[src/rtl/t5_pkg.sv]
`default_nettype none
// ============================================================================
//  Module      : t5_pkg
//  Description : Shared constants for the t5 Wishbone arbiter: FSM state
//                encoding, bus-owner encoding and watchdog defaults.
//  Ports       : none (package)
//  Revision    : 1.0 - initial release
// ============================================================================
package t5_pkg;

  // Arbiter FSM state encoding
  localparam logic [1:0] ST_IDLE = 2'd0;
  localparam logic [1:0] ST_GNT  = 2'd1;
  localparam logic [1:0] ST_DONE = 2'd2;

  // Bus owner encoding (also the encoding of the fairness register)
  localparam logic OWN_I = 1'b0;
  localparam logic OWN_D = 1'b1;

  // Watchdog defaults: cycles in GNT without mem_ack before a forced ack
  localparam int unsigned TMO_DEFAULT = 255;
  localparam int unsigned CW_DEFAULT  = 8;

endpackage : t5_pkg
`default_nettype wire

[src/rtl/t5_wbtmo.sv]
`default_nettype none
// ============================================================================
//  Module      : t5_wbtmo
//  Description : Saturating bus-timeout counter. Cleared on entry to the
//                grant phase, counts every enabled cycle, and flags expiry
//                on the cycle whose count equals TMO-1. TMO=0 disables it.
//  Ports       : clk    - clock
//                rst    - synchronous active-high reset
//                clr    - clear counter to zero (priority over en)
//                en     - count this cycle (arbiter is in GNT)
//                expire - watchdog fires this cycle
//  Revision    : 1.0 - initial release
// ============================================================================
module t5_wbtmo #(
  parameter int unsigned TMO = 255,
  parameter int unsigned CW  = 8
) (
  input  logic clk,
  input  logic rst,
  input  logic clr,
  input  logic en,
  output logic expire
);

  // TMO must be representable in CW bits; the caller guarantees TMO < 2**CW.
  logic [CW-1:0] cnt;

  always_ff @(posedge clk) begin
    if (rst) begin
      cnt <= '0;
    end else if (clr) begin
      cnt <= '0;
    end else if (en && (cnt != {CW{1'b1}})) begin
      // Saturate rather than wrap so a disabled or huge TMO never re-fires.
      cnt <= cnt + 1'b1;
    end
  end

  generate
    if (TMO != 0) begin : g_wdog_on
      // Count starts at 0 in the first GNT cycle, so TMO-1 is the TMO-th cycle.
      assign expire = en && (cnt == CW'(TMO - 1));
    end else begin : g_wdog_off
      assign expire = 1'b0;
    end
  endgenerate

endmodule : t5_wbtmo
`default_nettype wire

[src/rtl/t5_wbarb.sv]
`default_nettype none
// ============================================================================
//  Module      : t5_wbarb
//  Description : Two-master (instruction / data) to one-slave Wishbone
//                arbiter. Registered grants, round-robin tie-breaking and a
//                bus-timeout watchdog that terminates a stuck transfer with
//                a zero-data ack plus a tmo_err pulse.
//  Ports       : sys_clk, sys_rst          - clock, sync active-high reset
//                iwb_adr/stb/wre/sel       - instruction master request
//                iwb_dat/ack               - instruction master response
//                dwb_adr/dto/sel/wre/stb   - data master request
//                dwb_dti/ack               - data master response
//                mem_adr/dto/sel/wre/stb   - shared memory bus request
//                mem_dti/ack               - shared memory bus response
//                tmo_err                   - one-cycle watchdog pulse
//  Revision    : 1.0 - initial release
// ============================================================================
module t5_wbarb
  import t5_pkg::*;
#(
  parameter int unsigned TMO = TMO_DEFAULT,
  parameter int unsigned CW  = CW_DEFAULT
) (
  input  logic        sys_clk,
  input  logic        sys_rst,
  // instruction master
  input  logic [31:2] iwb_adr,
  input  logic        iwb_stb,
  input  logic        iwb_wre,
  input  logic [3:0]  iwb_sel,
  output logic [31:0] iwb_dat,
  output logic        iwb_ack,
  // data master
  input  logic [31:2] dwb_adr,
  input  logic [31:0] dwb_dto,
  input  logic [3:0]  dwb_sel,
  input  logic        dwb_wre,
  input  logic        dwb_stb,
  output logic [31:0] dwb_dti,
  output logic        dwb_ack,
  // memory slave
  output logic [31:2] mem_adr,
  output logic [31:0] mem_dto,
  output logic [3:0]  mem_sel,
  output logic        mem_wre,
  output logic        mem_stb,
  input  logic [31:0] mem_dti,
  input  logic        mem_ack,
  // watchdog
  output logic        tmo_err
);

  logic [1:0]  state;
  logic        own;        // master currently holding the bus
  logic        last;       // master served most recently
  logic        req_any;
  logic        grant_sel;  // owner chosen if a grant happens this cycle
  logic        xfer_end;   // GNT terminates this cycle (ack or timeout)
  logic        tmo_expire;
  logic [31:0] rd_data;

  // --------------------------------------------------------------------------
  // Grant selection: a lone requester wins; on a tie the master that was not
  // served last wins, so continuous contention alternates I, D, I, D.
  // --------------------------------------------------------------------------
  always_comb begin
    req_any = iwb_stb | dwb_stb;
    if (iwb_stb && dwb_stb) begin
      grant_sel = (last == OWN_I) ? OWN_D : OWN_I;
    end else if (dwb_stb) begin
      grant_sel = OWN_D;
    end else begin
      grant_sel = OWN_I;
    end
  end

  // A real ack always wins over a watchdog expiry in the same cycle.
  assign xfer_end = (state == ST_GNT) && (mem_ack || tmo_expire);
  assign rd_data  = mem_ack ? mem_dti : 32'h0;

  t5_wbtmo #(
    .TMO (TMO),
    .CW  (CW)
  ) u_tmo (
    .clk    (sys_clk),
    .rst    (sys_rst),
    .clr    ((state == ST_IDLE) && req_any),
    .en     (state == ST_GNT),
    .expire (tmo_expire)
  );

  // --------------------------------------------------------------------------
  // Arbiter FSM and all registered outputs
  // --------------------------------------------------------------------------
  always_ff @(posedge sys_clk) begin
    if (sys_rst) begin
      state   <= ST_IDLE;
      own     <= OWN_I;
      last    <= OWN_D;     // makes I win the first tie after reset
      mem_adr <= '0;
      mem_dto <= '0;
      mem_sel <= '0;
      mem_wre <= 1'b0;
      mem_stb <= 1'b0;
      iwb_dat <= '0;
      iwb_ack <= 1'b0;
      dwb_dti <= '0;
      dwb_ack <= 1'b0;
      tmo_err <= 1'b0;
    end else begin
      // Acks and the watchdog flag are single-cycle pulses.
      iwb_ack <= 1'b0;
      dwb_ack <= 1'b0;
      tmo_err <= 1'b0;

      case (state)
        ST_IDLE: begin
          if (req_any) begin
            own     <= grant_sel;
            mem_stb <= 1'b1;
            state   <= ST_GNT;
            if (grant_sel == OWN_D) begin
              mem_adr <= dwb_adr;
              mem_sel <= dwb_sel;
              mem_wre <= dwb_wre;
              mem_dto <= dwb_dto;
            end else begin
              mem_adr <= iwb_adr;
              mem_sel <= iwb_sel;
              mem_wre <= iwb_wre;
              mem_dto <= 32'h0;   // instruction port has no write data
            end
          end
        end

        ST_GNT: begin
          // Request fields stay latched; master-side changes are ignored here.
          if (xfer_end) begin
            if (own == OWN_D) begin
              dwb_dti <= rd_data;
              dwb_ack <= 1'b1;
            end else begin
              iwb_dat <= rd_data;
              iwb_ack <= 1'b1;
            end
            tmo_err <= ~mem_ack;
            mem_stb <= 1'b0;
            last    <= own;
            state   <= ST_DONE;
          end
        end

        ST_DONE: begin
          // The acked master still shows stb this cycle; do not re-grant it.
          state <= ST_IDLE;
        end

        default: begin
          state <= ST_IDLE;
        end
      endcase
    end
  end

endmodule : t5_wbarb
`default_nettype wire

[config.mk]
export PLATFORM = sky130hd
export DESIGN_NAME = t5_wbarb
export DESIGN_NICKNAME = d
export VERILOG_FILES = /design/src/rtl/t5_pkg.sv /design/src/rtl/t5_wbtmo.sv /design/src/rtl/t5_wbarb.sv
export SDC_FILE = /design/constraint.sdc
export NUM_CORES = 1
export LEC_CHECK = 0
export CORE_ASPECT_RATIO = 0.7
export CORE_MARGIN = 2
export CORE_UTILIZATION = 35
export DETAILED_ROUTE_END_ITERATION = 10
export PLACE_DENSITY_LB_ADDON = 0.2
export SLEW_MARGIN = 20
export SYNTH_ARGS = -nofsm -noshare
export SYNTH_HDL_FRONTEND = slang
export SYNTH_HIERARCHICAL = 1
export SYNTH_SLANG_ARGS = --single-unit
export TNS_END_PERCENT = 30
[constraint.sdc]
create_clock -name sys_clk -period 2.2 [get_ports sys_clk]
set_input_delay 0.33 -clock sys_clk [delete_from_list [all_inputs] [get_ports sys_clk]]
set_output_delay 0.33 -clock sys_clk [all_outputs]
set_load 0.02 [all_outputs]
# [After elaboration in Yosys (flattened, before gate mapping)]
# Index checks and enable logic that the tools add are counted.
# W data, S select, Z words.
[classes] bitwise_logic=5 add_sub_neg=1 reduce_logical=16 eq_ne=5 muxes=16
[op_table] op="$mux W32" count=2
[op_table] op="$mux W30" count=1
[op_table] op="$reduce_and A3 Y1" count=3
[op_table] op="$add A8 B1 Y8 const B" count=1
[op_table] op="$eq A8 B8 Y1 const B" count=1
[op_table] op="$mux W1" count=8
[op_table] op="$ne A8 B8 Y1 const B" count=1
[op_table] op="$reduce_and A2 Y1" count=3
[op_table] op="$logic_and A1 B1 Y1" count=5
[op_table] op="$mux W2" count=2
[op_table] op="$mux W4" count=1
[op_table] op="$ne A2 B2 Y1 const B" count=2
[op_table] op="$not A1 Y1" count=4
[op_table] op="$pmux W2 S2" count=1
[op_table] op="$reduce_or A3 Y1" count=1
[op_table] op="$eq A2 B1 Y1 const B" count=1
[op_table] op="$logic_not A2 Y1" count=1
[op_table] op="$pmux W1 S2" count=1
[op_table] op="$reduce_bool A2 Y1" count=1
[op_table] op="$reduce_or A2 Y1" count=1
[op_table] op="$logic_or A1 B1 Y1" count=1
[op_table] op="$or A1 B1 Y1" count=1
[totals] elab_cells=57 inputBits=139 out_inout_bits=135 register_bits=147

# [Logic depth before layout (Yosys ltp)]
# Gate-level depths: netlist of run 1.
[depth] ltp_word=6 mapped_depth=10 ltp_nobuf=7

# [By module]
# The synthesis of run 1 kept the hierarchy.
[by_module_without_submodules] module="t5_wbarb" instances=1 seq_area_each_um2=2782.7 area_per_inst_um2=5260.0 cells_each=528
[by_module_without_submodules] module="t5_wbtmo" instances=1 seq_area_each_um2=160.2 area_per_inst_um2=459.2 cells_each=51

# [Worst setup path after synthesis of run 1]
# Ideal clock, no wire load.
[synth_timing] path_type="flip-flop to flip-flop" start="reg state[1]" end="reg iwb_dat[10]" arrival_time_ns=1.997 required_ns=2.068 n_path_buf=3 path_stages_with_launch=11 setup_time_ns=0.132 period_less_slack_ns=2.129 path_slack_ns=0.071 path_cell_list="dfxtp_1 > nand2b_1 > clkinv_1 > buf_1 > nand2_1 > nor3_1 > nor2_1 > buf_2 > buf_1 > o31ai_1 > a21oi_1"
[synth_via] elab_chain_cells=5
[synth_rtl] item="start, declared" line="t5_wbarb.sv:53" source="logic [1:0] state;"
[synth_rtl] item="start signal, assigned" line="t5_wbarb.sv:97" source="state <= ST_IDLE;"
[synth_rtl] item="start signal, assigned" line="t5_wbarb.sv:121" source="state <= ST_GNT;"
[synth_rtl] item="start signal, assigned" line="t5_wbarb.sv:149" source="state <= ST_DONE;"
[synth_rtl] item="$eq A2 B1 Y1" line="t5_wbarb.sv:88" source=".en (state == ST_GNT),"
[synth_rtl] item="$logic_and A1 B1 Y1" line="t5_wbtmo.sv:42" source="assign expire = en && (cnt == CW'(TMO - 1));"
[synth_rtl] item="via tmo_expire" line="t5_wbarb.sv:59" source="logic tmo_expire;"
[synth_rtl] item="$logic_or A1 B1 Y1" line="t5_wbarb.sv:78" source="assign xfer_end = (state == ST_GNT) && (mem_ack || tmo_expire);"
[synth_rtl] item="$logic_and A1 B1 Y1" line="t5_wbarb.sv:78"
[synth_rtl] item="$reduce_and A3 Y1 (no source line)"
[synth_rtl] item="end signal, assigned" line="t5_wbarb.sv:143" source="iwb_dat <= rd_data;"
[synth_rtl] item="end, declared" line="t5_wbarb.sv:31" source="output logic [31:0] iwb_dat,"
# The timed path passes the listed nets, and every way through them passes these cells.
# A chain may end at the register's enable or synchronous reset.

# [Final worst setup path of run 1]
[layout_timing] start="reg u_tmo.cnt[4]" end="reg dwb_dti[6]"
[layout_via] elab_chain_cells=5
[layout_rtl] item="start, declared" line="t5_wbtmo.sv:26" source="logic [CW-1:0] cnt;"
[layout_rtl] item="start signal, assigned" line="t5_wbtmo.sv:35" source="cnt <= cnt + 1'b1;"
[layout_rtl] item="$eq A8 B8 Y1" line="t5_wbtmo.sv:42"
[layout_rtl] item="$logic_and A1 B1 Y1" line="t5_wbtmo.sv:42"
[layout_rtl] item="via tmo_expire" line="t5_wbarb.sv:59"
[layout_rtl] item="$logic_or A1 B1 Y1" line="t5_wbarb.sv:78"
[layout_rtl] item="$logic_and A1 B1 Y1" line="t5_wbarb.sv:78"
[layout_rtl] item="$reduce_and A3 Y1 (no source line)"
[layout_rtl] item="end signal, assigned" line="t5_wbarb.sv:140" source="dwb_dti <= rd_data;"
[layout_rtl] item="end, declared" line="t5_wbarb.sv:39" source="output logic [31:0] dwb_dti,"
# The timed path passes the listed nets, and every way through them passes these cells.

==> flow_summary_export.csv, run 1 <==
group,metric,value,unit
clock_network,cts_tree,"built",
floorplanning,fp.dieArea,0.01740,mm2
timing,hold_viol,0,
synthesis,synth-xor-area-share,0,
synthesis,synth_simple_gate_area_frac,0.1348,
timing,finalClockSkew,0.006231,ns
synthesis,yosysWarnings,6,
route,wl_per_cell,17.97,um
synthesis,synth.top_cell.area_share,0.5145,
final_layout,layout.cells.non_filler,1064,
worst_hold_path,hp-class,"primary input to register",
pwr,finalPower,7356,uW
clock_network,hold_buffers,0,
timing,fmax,497.5,MHz
global_routing,globalRouteOverflowTotal,0,
synthesis,netlist_area,0.005719,mm2
synthesis,synth_nets,720,
place,gp_congestion,0.8247,
clock_network,clockBufferDepth,2,
timing,setup_viol,0,
final_layout,final_layout_size_suffix_gt1_frac,0.08234,
synthesis,yosysSeqAreaShare,0.5145,
final_layout,finalNetCount,966,
synthesis,synth_top_family_by_area,"compound AO/OA/AOI/OAI gates",
timing,finalSetupTns,0,ns
synthesis,netlist_instances,579,
synthesis,synth_adder_area_share,0.004375,
synthesis,muxShareOfSynthArea,0.005250,
floorplanning,rows,39,
timing,drv_slew,0,
critical_path,endpoint_kind,"register",
timing,fin_crit,2.010,ns
critical_path,cp-start-kind,"register",
floorplanning,io_pins,274,
synthesis,netlist-cell-type-count,40,
final_layout,area_growth,63.57,%
place,dp_hpwl,12.86,mm
clock_network,ctsRootBufferMaster,"clkbuf_16",
critical_path,critPathKind,"register to register",
place,place_inst,1031,
worst_hold_path,whs_path_depth,2,
floorplanning,chipHeight,111.0,um
global_routing,grt.total_usage,0.2132,
floorplanning,die_w,156.8,um
synthesis,synth-async-reset-ratio,0,
clock_network,cts_resized,0,
clock_network,cts_setup_buffers,0,
synthesis,ys_top_cells_by_area,"dfxtp_1 51%, a21oi_1 6.3%, a32o_1 5.6%",
global_routing,grt_pass1_wl,29.45,mm
route,dr.pass1.iters,5,
route,drt_iter0_markers,404,
route,routed_wl,19.12,mm
synthesis,synth_edf_count,0,
run_status,status,"finished, final reports clean",
floorplanning,initial_utilization,0.3541,
floorplanning,core,0.01615,mm2
synthesis,ys.flop_type,"dfxtp_1",
clock_network,clock_latency,0.42,ns
global_routing,grt_pass1_vias,5390,
pwr,p_leak,0.003280,uW
critical_path,reg2reg_depth,6,
route,vias,5672,
route,drc_errors,0,
clock_network,clk_pin_slew,0.06,ns
synthesis,synth-compound-area-share,0.2892,
global_routing,antenna_found_initial,1,
critical_path,critical_path_arrival,2.31,ns
timing,tightest_slew,0.6727,ns
timing,post-route-period-util,0.9137,
critical_path,crit_path_max_fanout,25,
clock_network,cts_max_level,4,
route,viasPerCell,5.331,
synthesis,synth_area_per_cell,9.878,um2
pwr,peakVddDrop,0.3942,mV
final_layout,n_fill_cell,1371,
synthesis,yosysTopAreaCell,"dfxtp_1",
timing,slew_headroom,0.5516,
clock_network,cts.sinks,147,
global_routing,grt_max_degree,71,
synthesis,ys_ff_latch,147,
pwr,pwr_density_cell,786.3,mW/mm2
critical_path,cp.required,2.50,ns
flow_run,max-cap-violations,0,
place,io_buffer_count,273,
clock_network,numCtsBuffers,17,
route,drtAntennaViolNets,0,
timing,rsz0062_at_grt,"no",
routing by layer:
metal,global-route usage,share of wire,wire length (um)
met1,0.2818,0.46,8718
met2,0.3354,0.46,8764
met3,0.06138,0.069,1325
met4,0.06850,0.016,312
met5,0,0,0
layout by cell type (no fill, tap or decap), drive strengths merged, types with 4 or more instances in the layout:
| cell | netlist | layout |
|---|---|---|
| clkdlybuf4s50 | 0 | 271 |
| dfxtp | 147 | 147 |
| nand2 | 78 | 78 |
| a21oi | 72 | 72 |
| a311oi | 35 | 35 |
| a32o | 32 | 32 |
| nand4b | 32 | 32 |
| o31ai | 32 | 32 |
| a22o | 32 | 32 |
| buf | 27 | 20 |
| clkbuf | 37 | 19 |
| bufinv | 0 | 5 |
| nor2 | 5 | 5 |
| clkinv | 1 | 5 |
| clkinvlp | 0 | 4 |
| inv | 4 | 4 |
| a211oi | 4 | 4 |
| nor4 | 4 | 4 |
| nand3 | 4 | 4 |
Yosys cell counts, drive strengths merged, types with 4 or more instances:
cell type,number
a211oi,4
inv,4
nor4,4
clkbuf,37
a32o,32
dfxtp,147
a21oi,72
buf,27
a311oi,35
a22o,32
nand2,78
nand3,4
nor2,5
o31ai,32
nand4b,32
state kept, by name, summed over array words and instances (netlist names):
register	flops
own	1
last	1
mem_wre	1
state	2
iwb_ack	1
iwb_dat	32
mem_dto	32
dwb_ack	1
u_tmo/cnt	8
mem_stb	1
mem_adr	30
dwb_dti	32
mem_sel	4
tmo_err	1
worst max-delay path, cell delays in order (launching register included):
cell,delay [ns]
dfxtp_1,0.44
nand4_1,0.23
nor3_1,0.42
or2_2,0.22
a31oi_4,0.09
buf_4,0.25
a32o_1,0.24
worst paths after layout:
kind | startpoint | end | slack (ns)
worst min register to register | dwb_dti[20] | dwb_dti[20] | 0.47
worst max-delay path | u_tmo/cnt[4] | dwb_dti[6] | 0.19
worst min-delay path | sys_rst | state[0] | 0.32
worst max register to register | u_tmo/cnt[4] | dwb_dti[6] | 0.19
stage by stage:
step	setup WS (ns)	util	hold WS, ns	area (um2)
after floorplan	0.07090	-	0.4627	5719
after global placement	0.2461	0.5388	0.4471	8702
after detailed placement	0.1948	0.5388	0.4535	8702
after CTS	0.1999	0.5791	0.3101	9353
after global routing	0.04042	0.5792	0.3618	9355
final	0.1898	0.5792	0.3165	9355
report_power, final:
| group | total (uW) | leakage (uW) | internal [uW] | switching, uW |
|---|---|---|---|---|
| clock | 3180 | 0.000305 | 2040 | 1130 |
| sequential | 2890 | 0.00120 | 2810 | 84.3 |
| combinational | 1290 | 0.00178 | 634 | 655 |
| total | 7360 | 0.00328 | 5480 | 1870 |
logic make-up (layout without fill, tap and decap cells):
family                   Yosys count  after routing
AO/OA/AOI/OAI                    220            220
adder cells (fa/ha/maj)            2              2
buffers and inverters             69            328
flip-flops                       147            147
multiplexers                       3              3
other                              0              1
AND/OR/NAND/NOR                  138            138
area by class of cell:
type / instances / area (um2) / share of cell area
Clock buffer: 19 / 442.9 / 0.04735
Antenna cell: 1 / 2.502 / 0.0002675
Clock inverter: 13 / 207.7 / 0.02220
Inverter: 5 / 18.77 / 0.002006
Multi-Input combinational cell: 363 / 2525 / 0.2699
Sequential cell: 147 / 2944 / 0.3147
Timing Repair Buffer: 291 / 2933 / 0.3135
Tap cell: 225 / 281.5 / 0.03009
Note: power is estimated with default switching activity, not from simulation.
==> run 2: changes to the inputs <==
CORE_UTILIZATION = 37   (was 35)
SKIP_LAST_GASP = 1   (was default)
==> run 2 against run 1 <==
Sequential cell count unchanged. Critical path depth unchanged. Clock power about the same. Global-route usage rose by 0.67 points. Via count increased by 1.4%. Wire length hardly changed. Clock skew increased by 0.0048 ns. Maximum frequency is 3.3% higher. Non-clock buffer count stayed put. Critical path type unchanged. Critical endpoint is now dwb_dti[10]. Largest cell class unchanged.
==> flow_summary_export.csv, run 2 (synthesis gave the netlist of run 1 again) <==
group,metric,value,unit
clock_network,cts_setup_buffers,0,
place,io_buffer_count,273,
floorplanning,die_w,152.6,um
final_layout,final_cell_mix,"271 x clkdlybuf4s50_1, 146 x dfxtp_1, 78 x nand2_1",
critical_path,critPathSlowestCell,"dfxtp_1",
final_layout,diodes,0,
clock_network,cts_resized,0,
critical_path,crit_path_cell_trace,"nand4_1, nor3_1, or2_2, a31oi_4, buf_12, a32o_1",
global_routing,globalRouteOverflowTotal,0,
final_layout,finalNetCount,966,
clock_network,clk_pin_slew,0.06,ns
clock_network,ctsRootBufferMaster,"clkbuf_16",
route,drtAntennaViolNets,0,
timing,setup_viol,0,
route,drc_errors,0,
floorplanning,chipHeight,108.0,um
clock_network,cts.sinks,147,
pwr,peakVddDrop,0.4603,mV
timing,hold_viol,0,
global_routing,grt_pass1_vias,5484,
floorplanning,io_pins,274,
critical_path,critical_path_arrival,2.24,ns
critical_path,critPathKind,"register to register",
global_routing,grt.total_usage,0.2200,
route,wl_per_cell,18.56,um
clock_network,numCtsBuffers,17,
final_layout,final_cell_area,0.009306,mm2
floorplanning,core,0.01491,mm2
route,dr.pass1.iters,5,
place,gp_congestion,0.7746,
critical_path,cp.required,2.49,ns
route,drt_iter0_markers,486,
final_layout,reg_top3,"dwb_dti: 32 flops, iwb_dat: 32 flops, mem_dto: 32 flops",
pwr,pwr_density_cell,790.1,mW/mm2
clock_network,clockBufferDepth,2,
clock_network,clock_latency,0.41,ns
timing,tightest_slew,0.6735,ns
final_layout,layout_commonest_cell,"clkdlybuf4s50_1",
critical_path,cp-start-kind,"register",
critical_path,critPathMaxStageDelay,0.46,ns
timing,finalSetupTns,0,ns
timing,rsz0062_at_grt,"no",
worst_hold_path,hp-class,"primary input to register",
timing,fmax,514.0,MHz
pwr,p_leak,0.003287,uW
final_layout,area_growth,62.72,%
timing,fin_crit,1.946,ns
place,place_inst,1001,
floorplanning,fp.dieArea,0.01648,mm2
timing,post-route-period-util,0.8844,
clock_network,hold_buffers,0,
global_routing,grt_pass1_wl,29.22,mm
route,routed_wl,19.14,mm
floorplanning,initial_utilization,0.3837,
clock_network,cts_tree,"built",
flow_run,max-cap-violations,0,
global_routing,antenna_found_initial,0,
timing,slew_headroom,0.5510,
timing,setup_ws,0.2543,ns
critical_path,crit_path_max_fanout,33,
final_layout,layout.cells.non_filler,1031,
global_routing,grt_max_degree,65,
final_layout,final_layout_size_suffix_gt1_frac,0.08134,
critical_path,endpoint_kind,"register",
timing,drv_slew,0,
route,vias,5754,
run_status,status,"finished, final reports clean",
place,dpl_worst_slack,0.1797,ns
floorplanning,rows,37,
route,viasPerCell,5.581,
timing,finalClockSkew,0.01105,ns
place,dp_hpwl,13.22,mm
clock_network,cts_max_level,4,
place,placed_area,0.008665,mm2
[run 2: where the power goes]
group	switching, uW	total [uW]	internal (uW)
Sequential	94.0	2900	2810
Clock	1130	3170	2040
Combinational	646	1280	635
Total	1870	7350	5480
[run 2: metal layers]
| metal | up-vias | global-route usage | wire (um) |
|---|---|---|---|
| met5 | - | 0 | 0 |
| met4 | 0 | 0.08003 | 411 |
| met3 | 29 | 0.05371 | 1230 |
| met2 | 248 | 0.3581 | 9066 |
| met1 | 2763 | 0.2867 | 8432 |
| li1 | 2714 | - | - |
[run 2: layout make-up]
class,instances,area (um2)
sequential,147,2944
clock inverter,12,202.7
timing repair buffer,291,2933
inverter,5,18.77
clock buffer,18,439.2
fill,1210,5600
multi-input combinational,363,2525
tap,195,244.0
[run 2: worst max-delay path: cells and delay by family, from the launching register on]
family	cells	cell delay [ns]
simple gates	3	0.84
compound gates	2	0.32
flops	1	0.46
buf+inv	1	0.21
[run 2: through the flow]
stage,hold WS (ns),utilization,power (uW)
2_1_floorplan,0.4627,-,3536
3_3_place_gp,0.4473,0.5812,4205
3_5_place_dp,0.4537,0.5812,4234
4_1_cts,0.1719,0.6243,7413
5_1_grt,0.1700,0.6243,7640
6_report,0.1851,0.6243,7353
[run 2: worst paths after layout]
| check | from | end | slack [ns] | depth (start not counted) |
|---|---|---|---|---|
| max | u_tmo/cnt[4] | dwb_dti[10] | 0.25 | 6 |
| min | mem_ack | tmo_err | 0.19 | 2 |
| max reg2reg | u_tmo/cnt[4] | dwb_dti[10] | 0.25 | 6 |
| min reg2reg | dwb_dti[17] | dwb_dti[17] | 0.46 | 1 |
==> variant 1: new RTL, settings of run 1 <==
Reset style: asynchronous (`rst` and `sys_rst`), changed in 2 clocked blocks. Comments in the files are not updated.
--- a/src/rtl/t5_wbtmo.sv
+++ b/src/rtl/t5_wbtmo.sv
@@ -25,7 +25,7 @@
   // TMO must be representable in CW bits; the caller guarantees TMO < 2**CW.
   logic [CW-1:0] cnt;
 
-  always_ff @(posedge clk) begin
+  always_ff @(posedge clk or posedge rst) begin
     if (rst) begin
       cnt <= '0;
     end else if (clr) begin
--- a/src/rtl/t5_wbarb.sv
+++ b/src/rtl/t5_wbarb.sv
@@ -92,7 +92,7 @@
   // --------------------------------------------------------------------------
   // Arbiter FSM and all registered outputs
   // --------------------------------------------------------------------------
-  always_ff @(posedge sys_clk) begin
+  always_ff @(posedge sys_clk or posedge sys_rst) begin
     if (sys_rst) begin
       state   <= ST_IDLE;
       own     <= OWN_I;
Formal check against the unedited RTL: differs if sys_rst is asserted again (counterexample within 4 cycles, from zero or initial values and one cycle with sys_rst high); with sys_rst held inactive, the same outputs for 4 cycles.
==> variant 1 against run 1 <==
  * Worst setup slack worse by 0.044 ns
  * Final area increased by 9.2%
  * Count of clock-buffer cells in the layout down 2
  * Synthesized area up 16%
  * Sequential cell count is the same
  * Routed wire length decreased by 10%
  * Critical endpoint is now dwb_dti[9]$_DFFE_PP0P_
Power is not compared: it rests on default switching activity, and its combinational part moved more than twofold at a synthesized area within 25%.
==> variant 1: results (changes against run 1) <==
.. list-table::
   :header-rows: 1

   * - Metric
     - Value
   * - Buffer count excluding the clock tree in the final layout
     - 286 (-1.7%)
   * - Async set-reset flop share out of synthesis
     - 100% (+100 points)
   * - First-pass GRT wire length
     - 26.9 mm (-8.6%)
   * - Crit path largest cell delay
     - 0.42 ns (-0.02 ns)
   * - Detailed-routed wire length on met2
     - 7.78 mm (-11%)
   * - Post-synthesis adder-cell area fraction
     - 0.378% (-0.060 points)
   * - Primary flip-flop cell chosen by synthesis mapping
     - sky130_fd_sc_hd__dfrtp_1
   * - Grt met2 use
     - 26.4% (-7.2 points)
   * - Multiplexer area fraction after synthesis
     - 27.4% (+27 points)
   * - Pre-antenna DRT Iters
     - 4 (-1)
   * - GPL Wtd Cong
     - 0.787 (-4.6%)
   * - Xor/xnor share of the synthesized area
     - 0.132% (+0.13 points)
   * - Crit path max-delay cell type
     - sky130_fd_sc_hd__dfrtp_1
   * - Worst slack at placement
     - 0.0702 ns (-0.125 ns)
   * - Synthesized Nets
     - 572 (-21%)
   * - Antenna violations before repair
     - 0 (-1)
   * - Run status
     - finished clean
   * - Vias after detailed routing
     - 4539 (-20%)
   * - Register-to-register setup slack
     - 0.15 ns (-0.04 ns)
   * - Cell types with the largest area share after synthesis
     - sky130_fd_sc_hd__dfrtp_1 55%, sky130_fd_sc_hd__mux2_4 18%, sky130_fd_sc_hd__mux2_2 9.5%
   * - Multi-In Gates
     - 252 (-31%)
   * - Routed vias/inst
     - 4.70 (-12%)
   * - Capture instance of the worst register-to-register path
     - dwb_dti[9]$_DFFE_PP0P_
   * - Mean instance size in the synthesized netlist
     - 15.4 um2 (+56%)
   * - Hold Path Class
     - input pin to async pin
   * - M3 GR Usage
     - 8.28% (+2.1 points)
   * - Post-layout total power
     - 14.6 mW
variant 1: changes by cell type after synthesis, sizes merged, moves of 31 or more:
cell / before / now
dfxtp: 147 / 0
dfrtp: 0 / 146
mux2: 0 / 134
nand2: 78 / 2
a21oi: 72 / 3
a311oi: 35 / 0
clkbuf: 37 / 3
a32o: 32 / 0
nand4b: 32 / 0
o31ai: 32 / 0
and2: 1 / 32
variant 1: worst max path at each step:
stage / endpoint / slack, ns / cells past startpoint
global route: dwb_dti[9]$_DFFE_PP0P_ / 0.02 / 7
CTS: dwb_dti[9]$_DFFE_PP0P_ / 0.16 / 7
floorplan: dwb_ack$_DFF_PP0_ / 0.14 / 1
finish: dwb_dti[9]$_DFFE_PP0P_ / 0.15 / 7
global placement: mem_sel[3]$_DFFE_PP0P_ / 0.10 / 5
detailed placement: mem_adr[30]$_DFFE_PP0P_ / 0.07 / 5
==> variant 2: new RTL, settings of run 1 <==
Without the edit above. The package constant `CW_DEFAULT` goes from 8 to 10.
--- a/src/rtl/t5_pkg.sv
+++ b/src/rtl/t5_pkg.sv
@@ -19,7 +19,7 @@
 
   // Watchdog defaults: cycles in GNT without mem_ack before a forced ack
   localparam int unsigned TMO_DEFAULT = 255;
-  localparam int unsigned CW_DEFAULT  = 8;
+  localparam int unsigned CW_DEFAULT  = 10;
 
 endpackage : t5_pkg
 `default_nettype wire
Function: same outputs for any inputs over 4 cycles, from zero or initial values and one cycle with sys_rst high; that may be too few to reach the edited logic, so the function may still have changed.
==> variant 2 against run 1 <==
  * Synthesized area increased by 1.2%
  * Clock power increased by 3%
  * Sequential cell count increased by 2
  * Die area increased by 1.1%
  * Global-route usage increased by 0.17 points
  * Critical path depth increased by 3
  * Clock skew increased by 0.0052 ns
  * Total power increased by 2.2%
  * Worst setup slack got worse by 0.15 ns
  * Final area increased by 3.3%
  * Routed wire length increased by 7.0%
  * Via count increased by 5.3%
  * Critical endpoint is now dwb_dti[4]$_SDFFE_PP0P_
  * Highest routed layer unchanged
==> variant 2: results (changes against run 1) <==
.. list-table::
   :header-rows: 1

   * - Metric
     - Value
   * - Run status
     - finished clean
   * - Synthesized Nets
     - 729 (+1.3%)
   * - First-pass GRT wire length
     - 30.1 mm (+2.2%)
   * - Worst vdd rail ir drop
     - 504 uV (+28%)
   * - First DRT Iteration DRCs
     - 439 (+8.7%)
   * - Pin count of the biggest net entering global routing
     - 66 (-7.0%)
   * - Number of filler instances in the final layout
     - 1382 (+0.80%)
   * - Antenna cells
     - 0 (-1)
   * - Leakage power figure
     - 3.42 nW (+4.3%)
   * - Antenna violations before repair
     - 0 (-1)
   * - Vias after detailed routing
     - 5974 (+5.3%)
   * - Largest fanout of any net on the critical path
     - 16 (-36%)
   * - Pre-antenna DRT Iters
     - 8 (+3)
   * - Share of synthesized area occupied by flip-flops and latches
     - 51.6% (+0.10 points)
   * - Count of unique library cells instantiated by Yosys
     - 45 (+13%)
   * - Post-layout nets
     - 989 (+2.4%)
   * - Headroom to the max-slew limit
     - 55.7% (+0.58 points)
   * - Number of instances in the synthesized netlist
     - 588 (+1.6%)
   * - Final setup skew
     - 0.0114 ns (+0.00521 ns)
   * - GR Util All Layers
     - 21.5% (+0.17 points)
   * - Vias in the first global route
     - 5725 (+6.2%)
   * - HPWL after DPL
     - 13.4 mm (+4.5%)
   * - Crit path largest cell delay
     - 0.36 ns (-0.08 ns)
   * - Routed vias/inst
     - 5.50 (+3.2%)
   * - GPL Wtd Cong
     - 0.850 (+3.1%)
   * - # placed instances
     - 1047 (+1.6%)
[variant 2: per-stage QoR]
stage                     worst slack, ns  instance area (um2)  setup TNS, ns  hold WS, ns  utilization, %
after floorplan                   -0.0328                 5800         -0.965        0.458               -
after global placement             0.0336                 8830              0        0.447            54.3
after detailed placement          -0.0446                 8830         -0.471        0.455            54.3
after CTS                          0.0124                 9500              0        0.244            58.5
after global routing              -0.0281                 9670         -0.389        0.391            59.5
final                              0.0426                 9670              0        0.358            59.5
[variant 2: cells by family (layout without fill, tap and decap cells)]
| logic type | count (synthesis) | after routing | share of synthesized area [%] |
|---|---|---|---|
| xor+xnor | 3 | 3 | 0.454 |
| fa+ha+maj | 2 | 2 | 0.432 |
| simple gates | 142 | 142 | 13.7 |
| flops | 149 | 149 | 51.6 |
| compound gates | 225 | 225 | 28.8 |
| buf+inv | 67 | 340 | 5.00 |
[variant 2: path summary, 6_finish.rpt]
| path | endpoint | depth (start not counted) | slack (ns) | start |
|---|---|---|---|---|
| setup / recovery | dwb_dti[4]$_SDFFE_PP0P_ | 9 | 0.04 | state[1]$_SDFFE_PP0P_ |
| hold / removal | last$_SDFFE_PP1P_ | 4 | 0.36 | mem_ack |
| setup reg to reg | dwb_dti[4]$_SDFFE_PP0P_ | 9 | 0.04 | state[1]$_SDFFE_PP0P_ |
| hold reg to reg | iwb_dat[29]$_SDFFE_PP0P_ | 2 | 0.47 | iwb_dat[29]$_SDFFE_PP0P_ |
[variant 2: power breakdown]
group          switching (mW)  leakage [nW]  total, mW  internal [mW]
clock network            1.14         0.322       3.26           2.12
logic                   0.665          1.88       1.32          0.655
registers              0.0891          1.22       2.93           2.84
[variant 2: worst register-to-register path: cells and delay by family (launching register included)]
| kind | cells | cell delay, ns |
|---|---|---|
| AOI/OAI and AO/OA | 2 | 0.35 |
| buffers and inverters | 2 | 0.32 |
| DFF | 1 | 0.32 |
| and+or+nand+nor | 5 | 1.07 |
[variant 2: cell type report]
cell class              count  share of cell area (%)
clock buffers              22                    4.91
multi-input cells         372                    26.9
clock inverters            10                    1.99
flip-flops and latches    149                    30.9
well taps                 225                    2.91
inverters                   2                  0.0906
repair buffers            306                    32.3
[variant 2: layer usage]
metal  up-vias  wire length [um]  global-route usage, %
li1       2787                 -                      -
met1      2890              8650                   26.5
met2       258              9790                   36.1
met4         0               533                   8.79
met5         -                 0                      0
met3        39              1490                   4.98
[variant 2: timing repair]
item	CTS	global route
resized for setup	1	11
buffers inserted	0	3
cloned	0	4
pin swaps	0	3
setup endpoints to repair	38	63
